$ cat config.mk
export PLATFORM = sky130hd
export DESIGN_NAME = logic_serial_ctrl
export DESIGN_NICKNAME = d
export VERILOG_FILES = /design/src/rtl/logic_serial_ctrl.sv
export SDC_FILE = /design/constraint.sdc
export NUM_CORES = 1
export LEC_CHECK = 0
export ABC_AREA = 1
export CAP_MARGIN = 40
export CORE_MARGIN = 2
export CORE_UTILIZATION = 54
export CTS_BUF_LIST = sky130_fd_sc_hd__clkbuf_16
export DETAILED_ROUTE_END_ITERATION = 16
export HOLD_SLACK_MARGIN = 0.03
export PLACE_DENSITY = 0.86
export SLEW_MARGIN = 20
export SYNTH_ARGS = -nofsm -noshare
export SYNTH_HDL_FRONTEND = slang
export SYNTH_SLANG_ARGS = --single-unit
$ cat constraint.sdc
create_clock -name clock -period 2.4 [get_ports clock]
set_input_delay 0.36 -clock clock [delete_from_list [all_inputs] [get_ports clock]]
set_output_delay 0.36 -clock clock [all_outputs]
set_load 0.01 [all_outputs]
$ cat src/rtl/logic_serial_ctrl.sv
// Bit-serial controller for a shared 1-bit logic slice: shifts operands out LSB-first,
// collects the slice output into a result register and hands it back via valid/ready.
module logic_serial_ctrl #(
    parameter int WIDTH = 32
) (
    input  logic             clock,
    input  logic             reset,
    input  logic             req_valid,
    output logic             req_ready,
    input  logic [1:0]       req_op,
    input  logic [WIDTH-1:0] req_a,
    input  logic [WIDTH-1:0] req_b,
    output logic             lu_a,
    output logic             lu_b,
    output logic [1:0]       lu_control,
    input  logic             lu_out,
    output logic             resp_valid,
    input  logic             resp_ready,
    output logic [WIDTH-1:0] resp_data,
    output logic             resp_zero,
    output logic             busy
);

    localparam int CW = (WIDTH > 1) ? $clog2(WIDTH) : 1;
    localparam logic [CW-1:0] LAST = CW'(WIDTH - 1);

    typedef enum logic [1:0] {
        IDLE = 2'd0,
        RUN  = 2'd1,
        DONE = 2'd2
    } state_t;

    state_t           state_reg;
    logic [CW-1:0]    count_reg;
    logic [WIDTH-1:0] a_sh_reg;
    logic [WIDTH-1:0] b_sh_reg;
    logic [1:0]       op_reg;
    logic [WIDTH-1:0] result_reg;

    always_ff @(posedge clock) begin
        if (reset) begin
            state_reg  <= IDLE;
            count_reg  <= '0;
            a_sh_reg   <= '0;
            b_sh_reg   <= '0;
            op_reg     <= 2'b00;
            result_reg <= '0;
        end else begin
            case (state_reg)
                IDLE: begin
                    if (req_valid) begin
                        a_sh_reg  <= req_a;
                        b_sh_reg  <= req_b;
                        op_reg    <= req_op;
                        count_reg <= '0;
                        state_reg <= RUN;
                    end
                end
                RUN: begin
                    // Slice output arrives MSB-side so bit 0 lands in result[0] after WIDTH shifts.
                    result_reg <= {lu_out, result_reg[WIDTH-1:1]};
                    a_sh_reg   <= {1'b0, a_sh_reg[WIDTH-1:1]};
                    b_sh_reg   <= {1'b0, b_sh_reg[WIDTH-1:1]};
                    if (count_reg == LAST) begin
                        count_reg <= '0;
                        state_reg <= DONE;
                    end else begin
                        count_reg <= count_reg + 1'b1;
                    end
                end
                DONE: begin
                    if (resp_ready) begin
                        state_reg <= IDLE;
                    end
                end
                default: state_reg <= IDLE;
            endcase
        end
    end

    // Slice inputs are forced quiet outside RUN so the shared slice sees no stray activity.
    assign lu_a       = (state_reg == RUN) ? a_sh_reg[0] : 1'b0;
    assign lu_b       = (state_reg == RUN) ? b_sh_reg[0] : 1'b0;
    assign lu_control = (state_reg == RUN) ? op_reg : 2'b00;

    assign req_ready  = (state_reg == IDLE);
    assign resp_valid = (state_reg == DONE);
    assign busy       = (state_reg != IDLE);
    assign resp_data  = result_reg;
    assign resp_zero  = ~|result_reg;

endmodule

==> results of run 1 <==
## how the worst max path moves through the flow
| stage | startpoint | to | slack (ns) | depth (start not counted) |
|---|---|---|---|---|
| floorplan | state_reg[1] | lu_a | 1.07 | 5 |
| global placement | state_reg[1] | lu_a | 0.53 | 4 |
| detailed placement | reset | resp_data[7] | 0.47 | 5 |
| CTS | state_reg[0] | lu_a | 0.12 | 3 |
| global route | state_reg[0] | lu_a | 0.04 | 3 |
| finish | state_reg[1] | lu_a | 0.16 | 4 |
## cells by family after synthesis
| family | Yosys count |
|---|---|
| buffers and inverters | 117 |
| and+or+nand+nor | 440 |
| AOI/OAI and AO/OA | 107 |
| DFF | 105 |
| adders and majority gates | 2 |
## per-layer routing
metal  GRT usage (%)  routed length (um)
met3            5.60                 640
met5               0                   0
met2            40.3                5490
met4            5.37                 109
met1            27.5                4930
## through the flow
stage | util [%] | cell area [um^2] | worst slack, ns
after floorplan | - | 4820 | 1.07
after global placement | 68.6 | 5950 | 0.526
after detailed placement | 68.6 | 5950 | 0.475
after CTS | 72.1 | 6260 | 0.125
after global routing | 72.1 | 6260 | 0.0375
final | 72.1 | 6260 | 0.159
## power groups by stage
stage | Sequential (mW) | Clock [mW] | Combinational [mW]
after floorplan | 2.01 | 0 | 0.531
after global routing | 1.99 | 1.60 | 0.979
after global placement | 2.00 | 0 | 0.827
after CTS | 1.97 | 1.54 | 0.866
final | 1.97 | 1.51 | 0.860
after detailed placement | 2.01 | 0 | 0.857
## worst max-delay path: stages (launching register included)
cell and delay (ns):
dfxtp_1 0.31, inv_1 0.17, nand2_4 0.27, nor2_1 0.24, clkdlybuf4s50_1 0.57
## cell type report
| type | count | area share (%) |
|---|---|---|
| Tap cell | 108 | 2.16 |
| Sequential cell | 105 | 33.6 |
| Timing Repair Buffer | 121 | 19.3 |
| Multi-Input combinational cell | 549 | 35.8 |
| Clock inverter | 6 | 1.34 |
| Clock buffer | 9 | 3.60 |
| Inverter | 71 | 4.26 |
## cells in the final DEF, fill, tap and decap left out
master,synthesis,layout
nor2_1,218,218
nand2_1,218,218
clkdlybuf4s50_1,0,110
dfxtp_1,105,105
inv_1,70,71
o21ai_0,64,64
o21ai_1,31,31
a21oi_1,10,10
clkbuf_16,0,9
buf_4,8,9
nand3_1,2,2
ha_1,2,2
bufinv_16,0,2
buf_12,0,2
nand2_4,0,1
o21ai_4,0,1
inv_2,0,1
o21a_1,1,1
nand4_1,1,1
clkinv_1,1,1
inv_6,0,1
clkinvlp_4,0,1
==> results.md, run 1 <==
* Tcrit/Tclk final at 93.4%
* Worst hold start: count_reg[4]
* Status: completed
* Internal power at ~3.2 mW
* Sw Ratio at 26.6%
* Min cycle time layout at 2.24 ns
* Die Wd at 98.5 um
* Relative slew slack at 65.4%
* Root buffer cell: clkbuf_16
* Sw power at 1.16 mW
* HP Class: register to register
* Post-synth EDFFs at 0
* CTS Buf Count at 9
* Post-Synth Simple-Gate Area at 34.4%
* Largest area contributor in the netlist: dfxtp_1
* Clock buffer depth at 2
* Core footprint at a little under 9000 um^2
* Starting Density at roughly 56%
* Dpl hpwl at approximately 7800 um
* Reg2reg setup slack at between 0.7 and 0.8 ns
* R2R depth at 6
* Inst Count DP at 954
* Synth area leaders: dfxtp_1, nand2_1, nor2_1, o21ai_0, inv_1
* Total grt overflow at 0
* Largest fanout on the critical path at 40
* Vias/cell at 4.88
* Clock Power Share at a little over a third
* Share of cells above drive strength 1 at 3.14%
* WS Path Type: register to output port
* Worst hold slack at 0.472 ns
* Antenna viol nets, final at 0
* Mux cell area share after synthesis at 0%
* N_diodes at 0
* Reg2Reg Capture Point: resp_data[10]
* Post-Syn Area at 4820 um^2
* Drc violations at 0
* Mean Syn Cell Area at 6.26 um^2
* Number of port buffers at 110
* Nets at 930
* Wire length per cell at approximately 12 um
* Pwr per Cell Area at 694 nW/um^2
* WP data required at 2.04 ns
* Initial antenna violation count at 0
* Comb power frac at between 10% and 20%
* Largest family of logic cells by synthesized area: simple AND/OR/NAND/NOR gates
* Overall Global Routing Usage at 22.6%
* TritonRoute pass-1 iters at 5
* Launching point of the worst reg2reg path: state_reg[1]
* RePlAce Congestion at 0.778
* Syn_nets at 844
* FF+latch count, synth at 105
* Setup Viol. Count Final at 0
* Post CTS Setup Buffer Count at 0
* Initial DRC Count at roughly 190
* Row count at 34
* Clk sinks at 105
* Static leakage at between 2 and 3 nW
* Hold Crit Endpoint: count_reg[4]
* Number of fill cells in the layout at about 700
* Layout area overhead at 29.7%
* Reg power frac at 45.4%
* H-tree depth at 3
* Clock transition at the registers of the reported paths at around 0.060 ns
* Clock latency on the worst-skew pair at 0.33 ns
* Worst Hold Depth at 2
* Arr. time, crit path at 1.88 ns
* Vias in the first global route at 4,346
* Synth Area in XOR/XNOR at 0%
* Hold Buf Count CTS at 0
* Post-synth cell types at 17
* Top_reg_cell synth: dfxtp_1
* Fin. Hold Viols at 0
* Setup_tns at 0 ns
* Critical path launch point type: register
* Crit. End Element: output port
* Power consumption at 4.35 mW
* Gate Count Post-Synth at 771
* Worst vdd ir at 0.000439 V
* Final Skew at 0.00710 ns
* Post-synth top area share at 43.6%
* Non-filler instance count after layout at approximately 970
* RSZ-0062 raised after global routing: false
* Die Span Y at between 90 and 100 um
* Post-synthesis compound-gate area fraction at 11.2%
* Die area at between 9000 and 10,000 um^2
* Slew at the pin closest to its max-slew limit at 0.519 ns
* Ys Warns at 0
* Post-synth top cells: nand2_1, nor2_1, dfxtp_1
* I/O pins at 111
* Async S/R FF share, synth at 0%
* Adder-cell area share of the yosys netlist at 0.519%
* Final count of pins violating max slew at 0
* Seq/Total Area, Yosys at 43.6%
* Sequential cell area at 2100 um^2
* Routed WL at ~11,000 um
* Total number of vias at between 4,000 and 5,000
* Max-Cap Viols at 0
* Cts repair resizes at 0
* Multi-input gate area at 2240 um^2
* FMAX at 0.446 GHz
* CTS tree: built
* Largest net degree at the start of global routing at 51
* First-pass GRT wire length at 18,600 um
Power figures use the tool's default switching activity.
==> inputs of run 2 (changes only) <==
--- a/config.mk
+++ b/config.mk
@@ -7,6 +7,7 @@
 export LEC_CHECK = 0
 export ABC_AREA = 1
 export CAP_MARGIN = 40
+export CORE_ASPECT_RATIO = 1.5
 export CORE_MARGIN = 2
 export CORE_UTILIZATION = 54
 export CTS_BUF_LIST = sky130_fd_sc_hd__clkbuf_16
==> results.md, run 2 (synthesized netlist as in run 1, its figures left out) <==
* Die Wd at 81.2 um (-18%)
* Number of fill cells in the layout at 726 (+3.3%)
* Sw Ratio at 28.4% (+1.8 points)
* Clk sinks at 105 (unchanged)
* Row count at 42 (+24%)
* H-tree depth at 3 (unchanged)
* Crit path cell chain: inv_1 > nand2_4 > nor2_1 > clkdlybuf4s50_1
* Max-Cap Viols at 0 (unchanged)
* Reg power frac at 47.2% (+1.8 points)
* Sw power at 1.18 mW (+2.6%)
* CP max stage cell: clkdlybuf4s50_1
* Routed WL at 11,000 um (-1.6%)
* Relative slew slack at 66.2% (+0.86 points)
* Clock latency on the worst-skew pair at 0.34 ns (about the same)
* WS Path Type: register to output port
* Fin. Hold Viols at 0 (unchanged)
* Slew at the pin closest to its max-slew limit at 0.506 ns (-0.0129 ns)
* Total grt overflow at 0 (unchanged)
* Setup WS pre-CTS at 0.456 ns (-0.0190 ns)
* HP Class: register to register
* Status: completed
* Final count of pins violating max slew at 0 (unchanged)
* Layout area overhead at 29.0%
* Power consumption at 4.17 mW (-4.0%)
* Clock Power Share at 32.2% (-2.6 points)
* Dpl hpwl at 7350 um (-5.5%)
* Largest fanout on the critical path at 35 (-13%)
* N_diodes at 0 (unchanged)
* Number of port buffers at 110 (unchanged)
* Die Span Y at 120 um (+22%)
* Vias/cell at 4.91 (+0.64%)
* Commonest non-fill, non-tap cells in the layout: nor2_1, nand2_1, clkdlybuf4s50_1
* CP peak stage delay at 0.56 ns (about the same)
* Arr. time, crit path at 1.86 ns (-0.02 ns)
* Clock buffer depth at 2 (unchanged)
* First-pass GRT wire length at 18,400 um (-1.3%)
* Total number of vias at 4,760 (+0.74%)
* Initial antenna violation count at 0 (unchanged)
* FMAX at 0.450 GHz (+0.85%)
* TritonRoute pass-1 iters at 6 (+1)
* Largest net degree at the start of global routing at 64 (+25%)
* Hold Buf Count CTS at 0 (unchanged)
* Tcrit/Tclk final at 92.6% (-0.79 points)
* Root buffer cell: clkbuf_16
* Static leakage at 2.80 nW (-1.1%)
* Setup_tns at 0 ns (unchanged)
* Sequential cell area at 2100 um^2 (unchanged)
* Drc violations at 0 (unchanged)
* Min cycle time layout at 2.22 ns (-0.0189 ns)
* Final instance area at 6220 um^2 (-0.58%)
* Critical path launch point type: register
* Final Skew at 0.00618 ns (-0.000923 ns)
* WP data required at 2.04 ns (about the same)
* Crit. End Element: output port
* Cts repair resizes at 0 (unchanged)
* Inst Count DP at 954 (unchanged)
* Die area at 9720 um^2 (+0.16%)
* Delay-heaviest family, CP: buffers and inverters
* Nets at 928 (-0.22%)
* Starting Density at 55.0% (-0.62 points)
* Core footprint at 8780 um^2 (+1.1%)
* CTS tree: built
* Share of cells above drive strength 1 at 3.14% (+0.0036 points)
* RePlAce Congestion at 0.776 (-0.24%)
* Non-filler instance count after layout at 970 (+0.10%)
* Post CTS Setup Buffer Count at 0 (unchanged)
* Setup Viol. Count Final at 0 (unchanged)
* Clock transition at the registers of the reported paths at 0.07 ns (about the same)
* Worst vdd ir at 0.000478 V (+8.7%)
* Worst hold slack at 0.467 ns (-0.00488 ns)
* Antenna viol nets, final at 0 (unchanged)
* Vias in the first global route at 4,497 (+3.5%)
* Wire length per cell at 11.3 um (-1.7%)
* CTS Buf Count at 9 (unchanged)
* Pwr per Cell Area at 671 nW/um^2 (-3.4%)
* CP Buf/Inv Count at 2 (unchanged)
* I/O pins at 111 (unchanged)
* Initial DRC Count at 313 (+61%)
* Core Util, Final at 70.9% (-1.2 points)
* RSZ-0062 raised after global routing: false
* Final setup margin at 0.178 ns (+0.0189 ns)
* Comb power frac at 20.7% (+0.9 points)
* Internal power at 2.99 mW (-6.4%)
* Overall Global Routing Usage at 23.5% (+0.87 points)
* Multi-input gate area at 2240 um^2 (unchanged)
* Placed cell area at 5950 um^2 (unchanged)
-- run 2: per-layer routing --
metal | track usage (%) | wire length, um | vias to the layer above | share of wire, %
li1 | - | - | 2493 | -
met4 | 11.1 | 251 | 0 | 2.3
met3 | 4.44 | 631 | 17 | 5.7
met5 | 0 | 0 | - | 0
met1 | 25.8 | 4630 | 2117 | 42
met2 | 42.3 | 5480 | 133 | 50
-- run 2: worst paths after layout --
kind	slack, ns	from	endpoint	cells past startpoint
worst max-delay path	0.18	state_reg[1]	lu_a	4
worst min-delay path	0.47	op_reg[1]	op_reg[1]	2
worst max register to register	0.50	state_reg[1]	resp_data[1]	7
worst min register to register	0.47	op_reg[1]	op_reg[1]	2
-- run 2: power by group through the flow --
| stage | sequential, mW | combinational (mW) | clock (mW) |
|---|---|---|---|
| 2_1_floorplan | 2.01 | 0.531 | 0 |
| 3_3_place_gp | 2.00 | 0.834 | 0 |
| 3_5_place_dp | 2.01 | 0.860 | 0 |
| 4_1_cts | 1.97 | 0.868 | 1.37 |
| 5_1_grt | 1.98 | 0.982 | 1.44 |
| 6_report | 1.97 | 0.862 | 1.34 |
-- run 2: worst reg2reg max path, stage by stage (launching register included) --
cell     delay [ns]
dfxtp_1        0.34
inv_1          0.11
nand2_4        0.29
buf_4          0.37
inv_1          0.19
buf_4          0.28
nor2_1         0.15
nor2_1         0.06
-- run 2: final cells by class --
type	instances	share of cell area [%]
repair buffers	119	19.4
multi-input cells	549	36.0
clock inverters	7	0.764
well taps	110	2.21
clock buffers	9	3.62
flip-flops and latches	105	33.8
inverters	71	4.28
